`config.mk`:
```
export PLATFORM = sky130hd
export DESIGN_NAME = ob
export DESIGN_NICKNAME = d
export VERILOG_FILES = /design/src/rtl/ob.sv
export SDC_FILE = /design/constraint.sdc
export NUM_CORES = 1
export LEC_CHECK = 0
export CORE_MARGIN = 1
export CORE_UTILIZATION = 33
export DETAILED_ROUTE_END_ITERATION = 8
export MAX_ROUTING_LAYER = met4
export PLACE_DENSITY = 0.58
export SLEW_MARGIN = 40
export SYNTH_ARGS = -nofsm -noshare
export SYNTH_HDL_FRONTEND = slang
export SYNTH_SLANG_ARGS = --single-unit
```
`constraint.sdc`:
```
create_clock -name clk -period 2.7 [get_ports clk]
set_clock_uncertainty 0.2 [all_clocks]
set_input_delay 0.405 -clock clk [delete_from_list [all_inputs] [get_ports clk]]
set_output_delay 0.405 -clock clk [all_outputs]
set_load 0.02 [all_outputs]
```
`src/rtl/ob.sv`:
```
// rtl/ob.sv - crossbar output-port buffer: FWFT packet FIFO with delivery and drop counters
//
// Ports:
//   clk    rising-edge clock
//   rst    asynchronous active-low reset
//   i      incoming packet; bit PKTW set means a packet is present
//   full   no free entry (combinational from registered occupancy)
//   o      head-of-queue packet, zero while the queue is empty
//   ov     o holds a valid packet
//   ordy   downstream accepts o this cycle
//   cnt    occupancy, 0..DEPTH
//   txcnt  packets delivered downstream, modulo 256
//   drop   packets discarded on overflow, saturating at 255
module ob #(
    parameter int PKTW  = 15,
    parameter int DEPTH = 4
) (
    input  logic                       clk,
    input  logic                       rst,
    input  logic [PKTW:0]              i,
    output logic                       full,
    output logic [PKTW:0]              o,
    output logic                       ov,
    input  logic                       ordy,
    output logic [$clog2(DEPTH):0]     cnt,
    output logic [7:0]                 txcnt,
    output logic [7:0]                 drop
);

    localparam int AW = $clog2(DEPTH);
    localparam logic [AW:0] CNT_FULL = (AW+1)'(DEPTH);
    localparam logic [AW:0] CNT_ONE  = (AW+1)'(1);

    logic [PKTW:0]   mem [DEPTH];
    logic [AW-1:0]   wp;
    logic [AW-1:0]   rp;
    logic            push;
    logic            pop;
    logic            overflow;

    assign ov       = (cnt != '0);
    assign full     = (cnt == CNT_FULL);
    assign pop      = ov & ordy;
    // A full queue still accepts a packet when the head leaves in the same cycle.
    assign push     = i[PKTW] & (~full | pop);
    assign overflow = i[PKTW] & full & ~pop;
    assign o        = ov ? mem[rp] : '0;

    // Storage is never cleared; o is masked while the queue is empty so stale
    // entries cannot leak out after reset.
    always_ff @(posedge clk) begin
        if (rst && push) begin
            mem[wp] <= i;
        end
    end

    always_ff @(posedge clk or negedge rst) begin
        if (!rst) begin
            wp    <= '0;
            rp    <= '0;
            cnt   <= '0;
            txcnt <= '0;
            drop  <= '0;
        end else begin
            // Pointer widths match log2(DEPTH), so natural wrap gives modulo DEPTH.
            if (push) begin
                wp <= wp + 1'b1;
            end
            if (pop) begin
                rp    <= rp + 1'b1;
                txcnt <= txcnt + 8'd1;
            end
            if (push && !pop) begin
                cnt <= cnt + CNT_ONE;
            end else if (pop && !push) begin
                cnt <= cnt - CNT_ONE;
            end
            if (overflow && drop != 8'hFF) begin
                drop <= drop + 8'd1;
            end
        end
    end

endmodule

```
# Word-level counts from Yosys, hierarchy flattened
# Memory sizes are Yosys's and may differ from the RTL's.
# Cells that the tools add are included.
word_totals:
  n_memories: 1
  inputBits: 19
  wordCells: 34
  out_inout_bits: 37
  ram_bits: 64
  reg_bits: 23
mem_list:
  columns: ["name", "words", "width", "read_ports", "rd_ports_with_merged_regs", "wr", "line_no", "text"]
  rows:
  - ["mem", 4, 16, 1, 0, 1, "34", "logic [PKTW:0] mem [DEPTH];"]
op_classes:
  bitwise_logic: 7
  n_addsub: 6
  eq_ne: 2
  muxes: 5
  n_reduce_logical: 8
op_table:
  columns: ["cell", "count"]
  rows:
  - ["$add 8x1->8 const B", 2]
  - ["$mux 16", 1]
  - ["$ne 8x8->1 const B", 1]
  - ["$mux 3", 2]
  - ["$add 2x1->2 const B", 2]
  - ["$and 1x1->1", 4]
  - ["$logic_and 1x1->1", 4]
  - ["$add 3x1->3 const B", 1]
  - ["$eq 3x3->1 const B", 1]
  - ["$reduce_bool 3->1", 1]
  - ["$sub 3x1->3 const B", 1]
  - ["$logic_not 1->1", 2]
  - ["$mux 1", 2]
  - ["$not 1->1", 2]
  - ["$reduce_bool 2->1", 1]
  - ["$or 1x1->1", 1]

# Depth between registers and ports, before layout
logic_depth:
  ltp_word: 8
  mapped_depth: 9
  mapped_depth_nobuf: 9

# Worst setup path before layout
# Ideal clock, no wire load.
synth_timing:
  kind: "register -> register"
  start: "register cnt[0]"
  end: "register cnt[1]"
  required_ps: 2375
  arrival_ps: 2160
  path_slack_ps: 215
  path_buffers: 1
  path_stages_with_launch: 8
  cell_sequence: "dfrtp_1 > nor4b_4 > and2b_2 > buf_2 > ha_1 > inv_1 > fa_1 > mux2_2"
synth_between:
  elab_chain_cells: 7
synth_rtl:
  columns: ["item", "line_no", "text"]
  rows:
  - ["start, declared", "25", "output logic [$clog2(DEPTH):0] cnt,"]
  - ["start signal, assigned", "74", "cnt <= cnt + CNT_ONE;"]
  - ["start signal, assigned", "76", "cnt <= cnt - CNT_ONE;"]
  - ["$reduce_bool 3->1 / $eq 3x3->1 (equally long branches)", "41, 42", null]
  - ["$and 1x1->1 / $not 1->1 (equally long branches)", "43, 45", null]
  - ["$or 1x1->1", "45", "assign push = i[PKTW] & (~full | pop);"]
  - ["$and 1x1->1", "45", null]
  - ["$logic_not 1->1", "75", "end else if (pop && !push) begin"]
  - ["$logic_and 1x1->1", "75", null]
  - ["$reduce_bool 2->1 (no source line)", null, null]
# Several ways; a longest one is shown, not always the timed one. The select of a mux whose other input is x is not followed.
# A chain may end at the register's enable or synchronous reset.

# Worst setup path in the final report
layout_timing:
  start: "register cnt[0]"
  end: "output ov"
layout_between:
  elab_chain_cells: 1
layout_rtl:
  columns: ["item", "line_no", "text"]
  rows:
  - ["$reduce_bool 3->1", "41", "assign ov = (cnt != '0);"]
  - ["end, declared", "23", "output logic ov,"]
# Every way passes these cells.

==> results.md <==
* Status: finished clean
* Nets at roughly 310
* Initial antenna violation count at 0
* Total track usage at 13.0%
* Count of final hold-check violations at 0
* Clock root cell: clkbuf_8
* Dominant synthesized flop cell: edfxtp_1
* Post-layout minimum cycle time at 2.57 ns
* RSZ-0062 raised after global routing: no
* Yosys cell types at 31
* CTS tree: built
* Sequential area share after synthesis at between 60% and 70%
* Core area at 10400 sq um
* Final-report setup violation count at 0
* Max Root-Sink Buffers at 2
* WL final at 6560 microns
* Switching pwr at 0.00158 W
* Slew @ Worst Pin at 0.354 ns
* Fillers at around 960
* Rel. slew slack at 76.3%
* Final hold slack at 0.288 ns
* Placer congestion estimate at 0.791
* Layout cells sized above 1 at 21.6%
* Layout Cells excl Fill at 419
* Sequential share of power at between 40% and 50%
* Die width at 106 microns
* Final Cycle Share at 95.1%
* ANT nets after route at 0
* Pint at 0.00292 W
* Final Util at 43.9%
* Startpoint type of the worst setup path: flip-flop
* FF+latch count, synth at 87
* Sink Count at 87
* Vias in the first global route at 2023
* CTS buffer count at 9
* Met3 Use GR at 4.60%
* Leak pwr at 1.70 nW
* Drt initial violations at 68
* IO buf count at 55
* Peak VDD IR at ~0.41 mV
* Largest net degree at the start of global routing at 24
* Mapped Area at 3590 sq um
* Wire length per cell at 15.7 microns
* CP endpoint kind: primary output
* Final TNS setup at 0 ns
* Yosys top cell area share at 53.6%
* Synth area leaders: edfxtp_1 (54%), dfrtp_1 (16%), mux4_2 (10%)
* M1 GR Usage at 15.7%
* Asr flop ratio synth at between 20% and 30%
* Max-cap violations at 0
* Worst path arrival time at a little under 2 ns
* DR DRC count at 0
* Setup WS post-layout at roughly 0.13 ns
* EDFF count, synth at 64
* Hold Path Class: flip-flop to flip-flop
* Combinational share of power at about two fifths
* Met2 GRT Util at 20.8%
* GR peak layer: met2
* Max Fclk at between 300 and 400 MHz
* Post-Place Worst Slack at 0.0486 ns
* Clock latency at the later pin of the worst-skew pair at roughly 0.35 ns
* Initial Util at 34.4%
* Ant diodes at 0
* Post-synth net total at 229
* Syn_area_per_cell at about 18 sq um
* Clock power share at 18.3%
* Total gr overflow at 0
* Synth-to-layout area growth at 27.4%
* WS Path Type: flip-flop to primary output
* Switching Fraction at 35.1%
* Required @ worst endpoint at 2.10 ns
* Die Y at 106 microns
* Final Max Tran Viols at 0
* Cell area power density at 987 nW/um^2
* H-Tree Depth at 3
* Yosys Warn Count at 0
* First-pass GRT wire length at between 10000 and 15000 microns
* Die area at 11300 sq um
* Crit path max fanout at 17
* 1st-pass router iterations at 4
* Hpwl dp at approximately 4400 microns
* # placed instances at 403
* IO Pins at 56
* DR vias at 1917
* Syn Inst Count at 202
* Row count at 37
* Clock transition at the registers of the reported paths at 0.09 ns
* Most area-hungry cell type in the Yosys netlist: edfxtp_1
* DR vias/cell at 4.58
## registers in the layout, summed over array words and instances, names as in the netlist
name,flops
cnt,3
drop,8
mem,64
rp,2
txcnt,8
wp,2
## final timing paths
kind | start | to | slack [ns] | cells after the start
setup / recovery | cnt[0] | ov | 0.13 | 4
hold / removal | txcnt[7] | txcnt[7] | 0.29 | 1
max in group asynchronous | rst | drop[2] | 1.72 | 2
min in group asynchronous | rst | wp[1] | 0.33 | 2
hold reg to reg | txcnt[7] | txcnt[7] | 0.29 | 1
setup reg to reg | cnt[0] | cnt[1] | 0.37 | 6
## layout by cell type (no fill, tap or decap), types with 3 or more instances in the layout
| master | Yosys | final |
|---|---|---|
| and3_1 | 5 | 5 |
| nor2b_1 | 16 | 16 |
| clkbuf_8 | 0 | 9 |
| nor3_1 | 3 | 3 |
| nand4_1 | 3 | 3 |
| nor2_1 | 4 | 4 |
| mux2_2 | 4 | 4 |
| dlygate4sd2_1 | 0 | 16 |
| dfrtp_1 | 23 | 23 |
| buf_4 | 2 | 14 |
| clkdlybuf4s50_1 | 0 | 39 |
| edfxtp_1 | 64 | 64 |
| nand3_1 | 7 | 7 |
| mux4_2 | 16 | 16 |
| inv_1 | 4 | 4 |
| xnor2_1 | 10 | 10 |
| xor2_1 | 8 | 8 |
| ha_1 | 7 | 7 |
| nand2_1 | 8 | 8 |
## kinds of logic (layout without fill, tap and decap cells)
logic type                 count (synthesis)  in the layout  share of synthesized area, %
muxes                                     20             20                          11.3
and+or+nand+nor                           57             57                          10.0
adders and majority gates                  8              8                          3.00
DFF                                       87             87                          69.6
buffers and inverters                     11             92                          1.46
AOI/OAI and AO/OA                          1              1                         0.139
xor gates and xnor gates                  18             18                          4.40
## synthesized netlist by cell type, types with 2 or more instances
master / number
nand4_1: 3
dfrtp_1: 23
nor3b_1: 2
edfxtp_1: 64
nor3_1: 3
and3_1: 5
nor2_1: 4
buf_2: 3
ha_1: 7
nor2b_1: 16
inv_1: 4
mux2_2: 4
xor2_1: 8
mux4_2: 16
nand2_1: 8
buf_4: 2
nand3_1: 7
xnor2_1: 10
## power by group through the flow
stage	logic, W	clock network, W	registers, W
3_3_place_gp	0.00198	0	0.00188
5_1_grt	0.00200	0.000915	0.00188
3_5_place_dp	0.00200	0	0.00188
4_1_cts	0.00188	0.000869	0.00186
2_1_floorplan	0.00107	0	0.00195
6_report	0.00183	0.000824	0.00185
## worst max-delay path, stage by stage, from the launching register on
cell	delay (ns)
dfrtp_1	0.51
nor3_4	0.29
buf_6	0.22
inv_1	0.05
clkdlybuf4s50_1	0.53
## routing by layer
layer / up-vias / routed length [microns]
met5: - / 0
met4: 0 / 28
met3: 2 / 356
met2: 54 / 3270
met1: 958 / 2910
li1: 903 / -
## repair_timing
| item | in CTS | in global routing |
|---|---|---|
| setup buffers | 0 | 0 |
| resized for setup | 16 | 1 |
| hold buffers | 0 | 0 |
| setup endpoints to repair | 16 | 1 |
## area by class of cell
class / count / area [sq um] / area share [%]
Sequential cell: 87 / 2500 / 54.7
Clock buffer: 9 / 124 / 2.71
Clock inverter: 7 / 55.1 / 1.21
Multi-Input combinational cell: 104 / 1040 / 22.7
Tap cell: 136 / 170 / 3.73
Timing Repair Buffer: 71 / 667 / 14.6
Inverter: 5 / 18.8 / 0.411
## through the flow
stage          total power, W  instance area (sq um)
5_1_grt               0.00480                   4570
2_1_floorplan         0.00302                   3590
3_3_place_gp          0.00386                   4410
6_report              0.00451                   4570
4_1_cts               0.00461                   4560
3_5_place_dp          0.00388                   4410
No activity file was read; power rests on OpenSTA's default activity.
